==> config.mk <==
export PLATFORM = sky130hd
export DESIGN_NAME = vga_timing_gen
export DESIGN_NICKNAME = d
export VERILOG_FILES = /design/src/rtl/vga_pkg.sv /design/src/rtl/vga_pattern_gen.sv /design/src/rtl/vga_timing_gen.sv
export SDC_FILE = /design/constraint.sdc
export NUM_CORES = 1
export LEC_CHECK = 0
export ABC_AREA = 1
export ABC_CLOCK_PERIOD_IN_PS = 1800
export BUFFER_PORTS_ARGS = -buffer_cell sky130_fd_sc_hd__buf_2
export CAP_MARGIN = 0
export CORE_ASPECT_RATIO = 0.75
export CORE_MARGIN = 2
export CORE_UTILIZATION = 35
export CTS_CLUSTER_DIAMETER = 200
export DETAILED_ROUTE_END_ITERATION = 6
export GPL_TIMING_DRIVEN = 0
export PLACE_DENSITY_LB_ADDON = 0.08
export SYNTH_ARGS = -nofsm -noshare
export SYNTH_HDL_FRONTEND = slang
export SYNTH_SLANG_ARGS = --single-unit
==> constraint.sdc <==
create_clock -name clk25MHz -period 1.8 [get_ports clk25MHz]
set_input_delay 0.09 -clock clk25MHz [delete_from_list [all_inputs] [get_ports clk25MHz]]
set_output_delay 0.09 -clock clk25MHz [all_outputs]
set_load 0.02 [all_outputs]
==> src/rtl/vga_pkg.sv <==
// Shared types and default 640x480@60 timing for the VGA timing generator.
package vga_pkg;

  localparam int unsigned CNT_W   = 10;
  localparam int unsigned CNT_MAX = 1 << CNT_W;

  localparam int unsigned DEF_H_ACTIVE = 640;
  localparam int unsigned DEF_H_FP     = 16;
  localparam int unsigned DEF_H_SYNC   = 96;
  localparam int unsigned DEF_H_BP     = 48;
  localparam int unsigned DEF_V_ACTIVE = 480;
  localparam int unsigned DEF_V_FP     = 10;
  localparam int unsigned DEF_V_SYNC   = 2;
  localparam int unsigned DEF_V_BP     = 33;

  typedef enum logic [1:0] {
    MODE_BARS  = 2'd0,
    MODE_SOLID = 2'd1,
    MODE_CHECK = 2'd2,
    MODE_EXT   = 2'd3
  } mode_e;

endpackage

==> src/rtl/vga_pattern_gen.sv <==
// Next-pixel colour source. With VGA_TEST_PATTERN_EN defined it produces bars,
// solid and checkerboard patterns; otherwise it passes pixel_in through.
module vga_pattern_gen
  import vga_pkg::*;
#(
  parameter int unsigned H_ACTIVE    = DEF_H_ACTIVE,
  parameter int unsigned RGB_W       = 3,
  parameter int unsigned CHECK_SHIFT = 5
) (
  input  logic             clk_i,
  input  logic             rst_i,
  input  logic [CNT_W-1:0] hcount_i,
  input  logic [CNT_W-1:0] vcount_i,
  input  logic             de_i,
  input  mode_e            mode_i,
  input  logic [RGB_W-1:0] solid_i,
  input  logic [RGB_W-1:0] pixel_in_i,
  output logic [RGB_W-1:0] rgb_o
);

`ifdef VGA_TEST_PATTERN_EN
  localparam int unsigned BAR_W = H_ACTIVE >> RGB_W;

  if (BAR_W == 0) begin : g_bar_w_check
    $error("vga_pattern_gen: H_ACTIVE too small for 2**RGB_W colour bars");
  end
  if (CHECK_SHIFT >= CNT_W) begin : g_check_shift_check
    $error("vga_pattern_gen: CHECK_SHIFT must be below the counter width");
  end

  localparam logic [CNT_W-1:0] BAR_LAST = CNT_W'(BAR_W - 1);

  logic [CNT_W-1:0] col_q, col_d;
  logic [RGB_W-1:0] bar_q, bar_d;
  logic             check_bit;
  logic             unused_cnt;

  // col_q/bar_q describe the pixel currently on the counters; blanking clears them.
  always_comb begin
    col_d = '0;
    bar_d = '0;
    if (de_i) begin
      if (col_q == BAR_LAST) begin
        col_d = '0;
        bar_d = (bar_q == '1) ? bar_q : bar_q + 1'b1;
      end else begin
        col_d = col_q + 1'b1;
        bar_d = bar_q;
      end
    end
  end

  always_ff @(posedge clk_i or posedge rst_i) begin
    if (rst_i) begin
      col_q <= '0;
      bar_q <= '0;
    end else begin
      col_q <= col_d;
      bar_q <= bar_d;
    end
  end

  assign check_bit  = hcount_i[CHECK_SHIFT] ^ vcount_i[CHECK_SHIFT];
  assign unused_cnt = ^{hcount_i, vcount_i};

  always_comb begin
    rgb_o = '0;
    if (de_i) begin
      case (mode_i)
        MODE_BARS:  rgb_o = bar_q;
        MODE_SOLID: rgb_o = solid_i;
        MODE_CHECK: rgb_o = check_bit ? '1 : '0;
        default:    rgb_o = pixel_in_i;
      endcase
    end
  end
`else
  logic unused_pat;

  assign unused_pat = ^{clk_i, rst_i, hcount_i, vcount_i, mode_i, solid_i};
  assign rgb_o      = de_i ? pixel_in_i : '0;
`endif

endmodule

==> src/rtl/vga_timing_gen.sv <==
// Parametrised VGA timing generator with registered sync/de/rgb outputs.
// Test patterns are built only when VGA_TEST_PATTERN_EN is defined.
module vga_timing_gen
  import vga_pkg::*;
#(
  parameter int unsigned H_ACTIVE    = DEF_H_ACTIVE,
  parameter int unsigned H_FP        = DEF_H_FP,
  parameter int unsigned H_SYNC      = DEF_H_SYNC,
  parameter int unsigned H_BP        = DEF_H_BP,
  parameter int unsigned V_ACTIVE    = DEF_V_ACTIVE,
  parameter int unsigned V_FP        = DEF_V_FP,
  parameter int unsigned V_SYNC      = DEF_V_SYNC,
  parameter int unsigned V_BP        = DEF_V_BP,
  parameter logic        HSYNC_POL   = 1'b0,
  parameter logic        VSYNC_POL   = 1'b0,
  parameter int unsigned RGB_W       = 3,
  parameter int unsigned CHECK_SHIFT = 5
) (
  input  logic             clk25MHz,
  input  logic             reset,
  input  logic [1:0]       mode,
  input  logic [RGB_W-1:0] solid_color,
  input  logic [RGB_W-1:0] pixel_in,
  output logic [CNT_W-1:0] pix_x,
  output logic [CNT_W-1:0] pix_y,
  output logic             hsync,
  output logic             vsync,
  output logic             de,
  output logic [RGB_W-1:0] rgb,
  output logic             frame_start
);

  localparam int unsigned H_TOTAL = H_ACTIVE + H_FP + H_SYNC + H_BP;
  localparam int unsigned V_TOTAL = V_ACTIVE + V_FP + V_SYNC + V_BP;
  localparam int unsigned EXT_W   = CNT_W + 1;

  if (H_TOTAL > CNT_MAX || V_TOTAL > CNT_MAX) begin : g_total_check
    $error("vga_timing_gen: H_TOTAL/V_TOTAL exceed the 10-bit counter range");
  end

  localparam logic [CNT_W-1:0] H_LAST = CNT_W'(H_TOTAL - 1);
  localparam logic [CNT_W-1:0] V_LAST = CNT_W'(V_TOTAL - 1);
  // Decode windows are one bit wider so a window ending exactly at 1024 still works.
  localparam logic [EXT_W-1:0] H_ACT_X = EXT_W'(H_ACTIVE);
  localparam logic [EXT_W-1:0] V_ACT_X = EXT_W'(V_ACTIVE);
  localparam logic [EXT_W-1:0] HS_BEG  = EXT_W'(H_ACTIVE + H_FP);
  localparam logic [EXT_W-1:0] HS_END  = EXT_W'(H_ACTIVE + H_FP + H_SYNC);
  localparam logic [EXT_W-1:0] VS_BEG  = EXT_W'(V_ACTIVE + V_FP);
  localparam logic [EXT_W-1:0] VS_END  = EXT_W'(V_ACTIVE + V_FP + V_SYNC);

  logic [CNT_W-1:0] hcount_q, hcount_d;
  logic [CNT_W-1:0] vcount_q, vcount_d;
  logic [EXT_W-1:0] hx, vy;
  logic             de_c, hs_act, vs_act, first_c, last_c;
  logic             hsync_q, vsync_q, de_q, frame_start_q;
  logic [RGB_W-1:0] rgb_q, rgb_d;
  mode_e            mode_q;
  logic [RGB_W-1:0] solid_q;

  always_comb begin
    hcount_d = hcount_q + 1'b1;
    vcount_d = vcount_q;
    if (hcount_q == H_LAST) begin
      hcount_d = '0;
      vcount_d = (vcount_q == V_LAST) ? '0 : vcount_q + 1'b1;
    end
  end

  assign hx      = {1'b0, hcount_q};
  assign vy      = {1'b0, vcount_q};
  assign de_c    = (hx < H_ACT_X) && (vy < V_ACT_X);
  assign hs_act  = (hx >= HS_BEG) && (hx < HS_END);
  assign vs_act  = (vy >= VS_BEG) && (vy < VS_END);
  assign first_c = (hcount_q == '0) && (vcount_q == '0);
  assign last_c  = (hcount_q == H_LAST) && (vcount_q == V_LAST);

  always_ff @(posedge clk25MHz or posedge reset) begin
    if (reset) begin
      hcount_q      <= '0;
      vcount_q      <= '0;
      hsync_q       <= ~HSYNC_POL;
      vsync_q       <= ~VSYNC_POL;
      de_q          <= 1'b0;
      rgb_q         <= '0;
      frame_start_q <= 1'b0;
    end else begin
      hcount_q      <= hcount_d;
      vcount_q      <= vcount_d;
      hsync_q       <= hs_act ? HSYNC_POL : ~HSYNC_POL;
      vsync_q       <= vs_act ? VSYNC_POL : ~VSYNC_POL;
      de_q          <= de_c;
      rgb_q         <= rgb_d;
      frame_start_q <= first_c;
    end
  end

`ifdef VGA_TEST_PATTERN_EN
  // Latch only on the last pixel of a frame so a pattern change never tears.
  always_ff @(posedge clk25MHz or posedge reset) begin
    if (reset) begin
      mode_q  <= MODE_BARS;
      solid_q <= '0;
    end else if (last_c) begin
      mode_q  <= mode_e'(mode);
      solid_q <= solid_color;
    end
  end
`else
  logic unused_cfg;

  assign mode_q     = MODE_EXT;
  assign solid_q    = '0;
  assign unused_cfg = ^{mode, solid_color, last_c};
`endif

  vga_pattern_gen #(
    .H_ACTIVE    (H_ACTIVE),
    .RGB_W       (RGB_W),
    .CHECK_SHIFT (CHECK_SHIFT)
  ) u_pattern (
    .clk_i      (clk25MHz),
    .rst_i      (reset),
    .hcount_i   (hcount_q),
    .vcount_i   (vcount_q),
    .de_i       (de_c),
    .mode_i     (mode_q),
    .solid_i    (solid_q),
    .pixel_in_i (pixel_in),
    .rgb_o      (rgb_d)
  );

  assign pix_x       = hcount_q;
  assign pix_y       = vcount_q;
  assign hsync       = hsync_q;
  assign vsync       = vsync_q;
  assign de          = de_q;
  assign rgb         = rgb_q;
  assign frame_start = frame_start_q;

endmodule

==> impl_metrics.env, run 1 <==
export IMPL_die_width_um=78.71
export IMPL_yosys_top_cells_area="dfrtp_1 43%, inv_1 7.9%, nand2_1 7.2%, nor2_1 5.4%, xor2_1 5.4%"
export IMPL_yosysUniqueCellTypes=27
export IMPL_use_met3_pct=3.474
export IMPL_synth_enable_flop_cells=0
export IMPL_max_cap_violations=0
export IMPL_r2r_start="pix_x[0]$_DFF_PP0_"
export IMPL_fin_ws_ps=326.5
export IMPL_setup_tns_ps=0
export IMPL_antenna_found_initial=0
export IMPL_cp_arrival_ps=1660
export IMPL_cp_max_fo=7
export IMPL_ant_nets=0
export IMPL_clk_latency_ps=280
export IMPL_grt_first_pass_wirelength_um=5223
export IMPL_dpl_cell_area_sq_mm=0.001689
export IMPL_dieArea_sq_mm=0.004725
export IMPL_hold_path_class="in2reg"
export IMPL_post_cts_resized=0
export IMPL_stdcell_area_sq_mm=0.001738
export IMPL_post_route_period_util_pct=81.86
export IMPL_leakage_uw=0.0009306
export IMPL_ys_warn_count=0
export IMPL_timing_hold_worst_endpoint="rgb[0]$_DFF_PP0_"
export IMPL_io_pins=37
export IMPL_whs_ps=6.919
export IMPL_firstDrtPassIters=4
export IMPL_grt_total_usage_pct=14.36
export IMPL_worstSetupEndpointType="flop"
export IMPL_reg2reg_slack_ps=330
export IMPL_reg2reg_depth=8
export IMPL_cts_made_buffers=3
export IMPL_vias=1202
export IMPL_fin_nets=225
export IMPL_worstSetupPathType="reg2reg"
export IMPL_drv_slew=0
export IMPL_pre_cts_ws_ps=348.3
export IMPL_grtUsageMet1_pct=21.46
export IMPL_whs_path_depth=3
export IMPL_drcViolationCount=0
export IMPL_critPathSlowestCell="dfrtp_1"
export IMPL_worstHoldStart="pixel_in[0]"
export IMPL_postCtsSetupRepairBufs=0
export IMPL_syn2layout_area_growth_pct=18.62
export IMPL_max_stage_delay_ps=440
export IMPL_netlist_area_leader_share_pct=42.70
export IMPL_cp_start_kind="flop"
export IMPL_syn_inst=175
export IMPL_worstPathRequired_ps=1990
export IMPL_async_flop_share_pct=100.0
export IMPL_reg2reg_to="pix_y[9]$_DFFE_PP0N_"
export IMPL_drt_total_wl_um=3172
export IMPL_synth_main_ff_cell="dfrtp_1"
export IMPL_antenna_cells=0
export IMPL_root_buffer="clkbuf_8"
export IMPL_cts_sinks=27
export IMPL_status="completed"
export IMPL_dp_hpwl_um=2428
export IMPL_gp_congestion=0.8339
export IMPL_fill_cells=423
export IMPL_grt_max_degree=28
export IMPL_drive_gt1_share_pct=27.62
export IMPL_port_buffers=31
export IMPL_setup_viol=0
export IMPL_coreArea_sq_mm=0.004029
export IMPL_syn_nets=189
export IMPL_finalHoldViolations=0
export IMPL_drt_initial_drc_count=45
export IMPL_initial_core_util_pct=36.37
export IMPL_final_setup_skew_ps=11.13
export IMPL_busiest_layer="met2"
export IMPL_rsz0062_at_grt="no"
export IMPL_wl_per_cell_um=11.97
export IMPL_avgSynthCellArea_sq_um=8.372
export IMPL_ir_drop_v=0.0004001
export IMPL_final_util_pct=43.14
export IMPL_die_y_um=60.03
export IMPL_final_min_clock_period_ps=1473
export IMPL_p_per_area_mw_per_mm2=571.4
export IMPL_ctsHoldBuffers=0
export IMPL_max_freq_ghz=0.6787
export IMPL_first_global_vias=1094
export IMPL_cts_tree="done"
export IMPL_yosysSeqAreaShare_pct=46.29
export IMPL_syn_area_sq_mm=0.001465
export IMPL_cts_max_path_buffers=2
export IMPL_synth_largest_area_cell="dfrtp_1"
export IMPL_grtUsageMet2_pct=21.49
export IMPL_htree_levels=1
export IMPL_worst_slew_pin_slew_ps=1025
export IMPL_synth_seq_cells=27
export IMPL_slew_headroom_pct=31.56
export IMPL_vias_per_cell=4.536
export IMPL_clkTransAtPathRegs_ps=100
export IMPL_row_count=20
export IMPL_crit_chain="ha_1 -> nand2_2 -> nor2_4 -> inv_2 -> nor2_8 -> nand3_1 -> nand2_1 -> nor2_1"
export IMPL_grt_overflow=0
==> cell type report <==
cell class / instances / area (sq um) / share of cell area (%)
clock buffer: 3 / 41.29 / 2.376
timing repair buffer: 31 / 155.1 / 8.927
inverter: 35 / 131.4 / 7.559
tap: 55 / 68.82 / 3.960
clock inverter: 1 / 7.507 / 0.4320
multi-input combinational: 113 / 655.6 / 37.72
sequential: 27 / 678.2 / 39.02
==> state kept, by name, indices dropped and copies added, names as in the netlist <==
name	count
pix_x	10
pix_y	10
rgb	3
de	1
frame_start	1
hsync	1
vsync	1
==> stage by stage <==
stage | total power, uW | std cells
after global routing | 1034 | 265
after CTS | 1008 | 265
final | 993.1 | 265
after floorplan | 638.6 | 175
after detailed placement | 650.4 | 261
after global placement | 649.7 | 261
==> cell usage in the layout, fill, tap and decap left out, drive strengths merged <==
master and instances:
inv 34, nand2 32, buf 31, nor2 31
dfrtp 25, nand3 13, xor2 9, o21ai 9
nand4 5, ha 4, nor3 3, clkbuf 3
o211ai 2, dfstp 2, nand3b 1, a31oi 1
nor4 1, nor3b 1, a21oi 1, clkinv 1
clkinvlp 1
==> worst max-delay path: cells and delay by family (launching register included) <==
kind	cells	cell delay [ps]
buffers and inverters	1	80
adder cells (fa/ha/maj)	1	270
flip-flops	1	440
AND/OR/NAND/NOR	6	590
==> how the worst max path moves through the flow <==
stage | from | to | slack, ps | cells after the start
6_report | pix_x[0]$_DFF_PP0_ | pix_y[9]$_DFFE_PP0N_ | 330 | 8
5_1_grt | pix_x[0]$_DFF_PP0_ | pix_y[9]$_DFFE_PP0N_ | 190 | 8
4_1_cts | pix_x[0]$_DFF_PP0_ | pix_y[9]$_DFFE_PP0N_ | 330 | 8
3_5_place_dp | pix_x[0]$_DFF_PP0_ | pix_y[9]$_DFFE_PP0N_ | 350 | 8
3_3_place_gp | pix_x[0]$_DFF_PP0_ | pix_y[9]$_DFFE_PP0N_ | 340 | 8
2_1_floorplan | pix_x[0]$_DFF_PP0_ | pix_y[9]$_DFFE_PP0N_ | 320 | 8
==> logic make-up (layout without fill, tap and decap cells) <==
family / after synthesis / after routing / synth area share (%)
AND/OR/NAND/NOR: 87 / 87 / 30.83
buffers and inverters: 35 / 70 / 8.966
flip-flops: 27 / 27 / 46.29
AO/OA/AOI/OAI: 13 / 13 / 5.124
XOR/XNOR: 9 / 9 / 5.380
adder cells (fa/ha/maj): 4 / 4 / 3.416
==> synth_stat cells (2+ instances only) <==
master,instances
o211ai_1,2
dfrtp_1,25
o21ai_1,5
inv_2,3
nand2_2,4
nor2_2,7
nand4_1,4
nor2_1,21
ha_1,4
nor2_4,2
o21ai_0,4
nor3_1,3
nand3_1,11
dfstp_2,2
xor2_1,9
nand2_1,28
inv_1,31
==> where the power goes <==
part	total, uW	internal, uW	leakage (uW)	switching [uW]
clock network	356	157	0.0000217	198
logic	26.7	6.83	0.000565	19.9
registers	611	610	0.000344	0.862
==> metal layers <==
layer / wire, um / vias up / share of wire, %
met5: 0 / - / 0
met4: 12 / 0 / 0.38
met3: 199 / 2 / 6.3
met2: 1323 / 32 / 42
met1: 1636 / 557 / 52
li1: - / 611 / -
(Power assumes the default switching activity.)
==> run 2: changes to the inputs <==
--- a/config.mk
+++ b/config.mk
@@ -6,7 +6,7 @@
 export NUM_CORES = 1
 export LEC_CHECK = 0
 export ABC_AREA = 1
-export ABC_CLOCK_PERIOD_IN_PS = 1800
+export ABC_CLOCK_PERIOD_IN_PS = 1400
 export BUFFER_PORTS_ARGS = -buffer_cell sky130_fd_sc_hd__buf_2
 export CAP_MARGIN = 0
 export CORE_ASPECT_RATIO = 0.75
==> constraint.sdc (replaced) <==
create_clock -name clk25MHz -period 1.4 [get_ports clk25MHz]
set_input_delay 0.07 -clock clk25MHz [delete_from_list [all_inputs] [get_ports clk25MHz]]
set_output_delay 0.07 -clock clk25MHz [all_outputs]
set_load 0.02 [all_outputs]
==> run 2 against run 1 <==
Compared with the run above: die area unchanged; clock power is 27% higher; hold slack better by 21 ps; global-route usage is 0.43 points higher; via count is 2.2% higher; setup slack worse by 220 ps; count of clock-buffer cells in the layout unchanged; register-to-register slack lost 220 ps; core utilization rose by 3.5 points; clock skew down 2.8 ps; critical path depth increased by 1; maximum frequency up 14%; largest power group unchanged.
==> impl_metrics.env, run 2 (synthesized netlist as in run 1, its figures left out) <==
export IMPL_status="completed"
export IMPL_cts_made_buffers=3
export IMPL_drt_initial_drc_count=47
export IMPL_wl_per_cell_um=11.81
export IMPL_drcViolationCount=0
export IMPL_leakage_uw=0.0009970
export IMPL_final_min_clock_period_ps=1298
export IMPL_worst_slew_pin_slew_ps=1040
export IMPL_root_buffer="clkbuf_8"
export IMPL_dpl_cell_area_sq_mm=0.001692
export IMPL_clk_latency_ps=280
export IMPL_crit_buf_inv=2
export IMPL_critPathSlowestCell="dfrtp_1"
export IMPL_dp_hpwl_um=2487
export IMPL_cp_top_family="simple AND/OR/NAND/NOR gates"
export IMPL_port_buffers=31
export IMPL_io_pins=37
export IMPL_initial_core_util_pct=36.37
export IMPL_rsz0062_at_grt="yes"
export IMPL_worst_path_stages=9
export IMPL_cts_sinks=27
export IMPL_p_seq_share_pct=61.4
export IMPL_whs_ps=28.34
export IMPL_vias_per_cell=4.449
export IMPL_final_setup_skew_ps=8.373
export IMPL_cp_start_kind="flop"
export IMPL_die_width_um=78.71
export IMPL_cp_arrival_ps=1480
export IMPL_worstPathRequired_ps=1580
export IMPL_final_common_cell="buf_2"
export IMPL_htree_levels=1
export IMPL_fill_cells=407
export IMPL_die_y_um=60.03
export IMPL_antenna_found_initial=0
export IMPL_grt_overflow=0
export IMPL_drt_total_wl_um=3259
export IMPL_cts_max_path_buffers=2
export IMPL_hold_path_class="in2async"
export IMPL_fin_nets=236
export IMPL_post_route_period_util_pct=92.72
export IMPL_crit_chain="inv_2 -> ha_4 -> nand3_1 -> nor2_2 -> nand2_2 -> inv_2 -> nand2_1 -> nand2_1 -> nor2_1"
export IMPL_antenna_cells=0
export IMPL_swShare_pct=21.77
export IMPL_syn2layout_area_growth_pct=28.18
export IMPL_internal_power_uw=1000
export IMPL_stdcell_area_sq_mm=0.001878
export IMPL_cp_max_fo=5
export IMPL_max_stage_delay_ps=420
export IMPL_dieArea_sq_mm=0.004725
export IMPL_pwr_share_clk_pct=35.5
export IMPL_drv_slew=0
export IMPL_power_frac_comb_pct=3.2
export IMPL_ir_drop_v=0.0003564
export IMPL_grt_first_pass_wirelength_um=5382
export IMPL_final_cell_mix="31 x buf_2, 28 x inv_1, 27 x nand2_1"
export IMPL_ant_nets=0
export IMPL_first_global_vias=1154
export IMPL_setup_viol=0
export IMPL_slew_headroom_pct=30.57
export IMPL_row_count=20
export IMPL_gp_congestion=0.8250
export IMPL_p_per_area_mw_per_mm2=680.8
export IMPL_clkTransAtPathRegs_ps=100
export IMPL_coreArea_sq_mm=0.004029
export IMPL_vias=1228
export IMPL_fin_ws_ps=102.0
export IMPL_firstDrtPassIters=6
export IMPL_grt_max_degree=28
export IMPL_p_sw_uw=278.3
export IMPL_finalHoldViolations=0
export IMPL_cts_tree="done"
export IMPL_reg2reg_depth=9
export IMPL_pre_cts_ws_ps=-42.09
export IMPL_grt_total_usage_pct=14.79
export IMPL_max_freq_ghz=0.7704
export IMPL_worstSetupPathType="reg2reg"
export IMPL_finalPower_uw=1279
export IMPL_final_util_pct=46.61
export IMPL_max_cap_violations=0
export IMPL_drive_gt1_share_pct=36.65
export IMPL_worstSetupEndpointType="flop"
## run 2: changes by cell type in the layout (fill, tap and decap cells not counted), moves of 2 or more
| cell | before | now |
|---|---|---|
| nor2_2 | 7 | 10 |
| dfrtp_2 | 0 | 5 |
| nor2_1 | 21 | 18 |
| dlygate4sd3_1 | 0 | 3 |
| buf_4 | 0 | 8 |
| inv_1 | 31 | 28 |
| ha_1 | 4 | 2 |
| inv_2 | 3 | 7 |
| ha_4 | 0 | 2 |
| dfrtp_1 | 25 | 20 |
## run 2: final cells by class
type                       count  area (sq um)  share of cell area (%)
multi-input combinational    113         699.4                   37.24
clock buffer                   3         41.29                   2.199
tap                           55         68.82                   3.664
timing repair buffer          42         245.2                   13.06
sequential                    27         684.4                   36.44
inverter                      35         131.4                   6.995
clock inverter                 1         7.507                  0.3997
## run 2: stage by stage
| step | setup TNS [ps] | cells |
|---|---|---|
| 2_1_floorplan | 0 | 175 |
| 6_report | 0 | 276 |
| 3_5_place_dp | -42.09 | 261 |
| 5_1_grt | -32.99 | 276 |
| 3_3_place_gp | -23.45 | 261 |
| 4_1_cts | 0 | 271 |
## run 2: metal layers
metal  vias up  track usage, %  wire length, um
met1       558           21.86             1723
met5         -               0                0
li1        637               -                -
met3         3           3.474              191
met4         0           2.757               13
met2        30           22.34             1331
## run 2: final timing paths
| path | slack [ps] | endpoint | from |
|---|---|---|---|
| max in group asynchronous | 670 | pix_y[2]$_DFFE_PP0N_ | reset |
| max | 100 | pix_y[9]$_DFFE_PP0N_ | pix_y[0]$_DFFE_PP0N_ |
| min | 30 | pix_x[9]$_DFF_PP0_ | reset |
| max reg2reg | 100 | pix_y[9]$_DFFE_PP0N_ | pix_y[0]$_DFFE_PP0N_ |
| min reg2reg | 540 | pix_y[8]$_DFFE_PP0N_ | pix_y[8]$_DFFE_PP0N_ |
| min in group clk25MHz | 540 | rgb[1]$_DFF_PP0_ | pixel_in[1] |
## run 2: power by group through the flow
stage | registers, uW | logic, uW | clock network [uW]
3_3_place_gp | 800 | 35.9 | 0
5_1_grt | 785 | 47.1 | 515
3_5_place_dp | 800 | 36.3 | 0
4_1_cts | 785 | 42.8 | 480
6_report | 784 | 40.8 | 453
2_1_floorplan | 806 | 14.9 | 0
## run 2: what timing repair did
item,4_1_cts,5_1_grt
cloned,0,0
buffers inserted,3,5
endpoints found under the hold margin,3,0
hold buffers,3,0
gates resized for setup,1,15
setup endpoints to repair,6,10
pin swaps,0,6
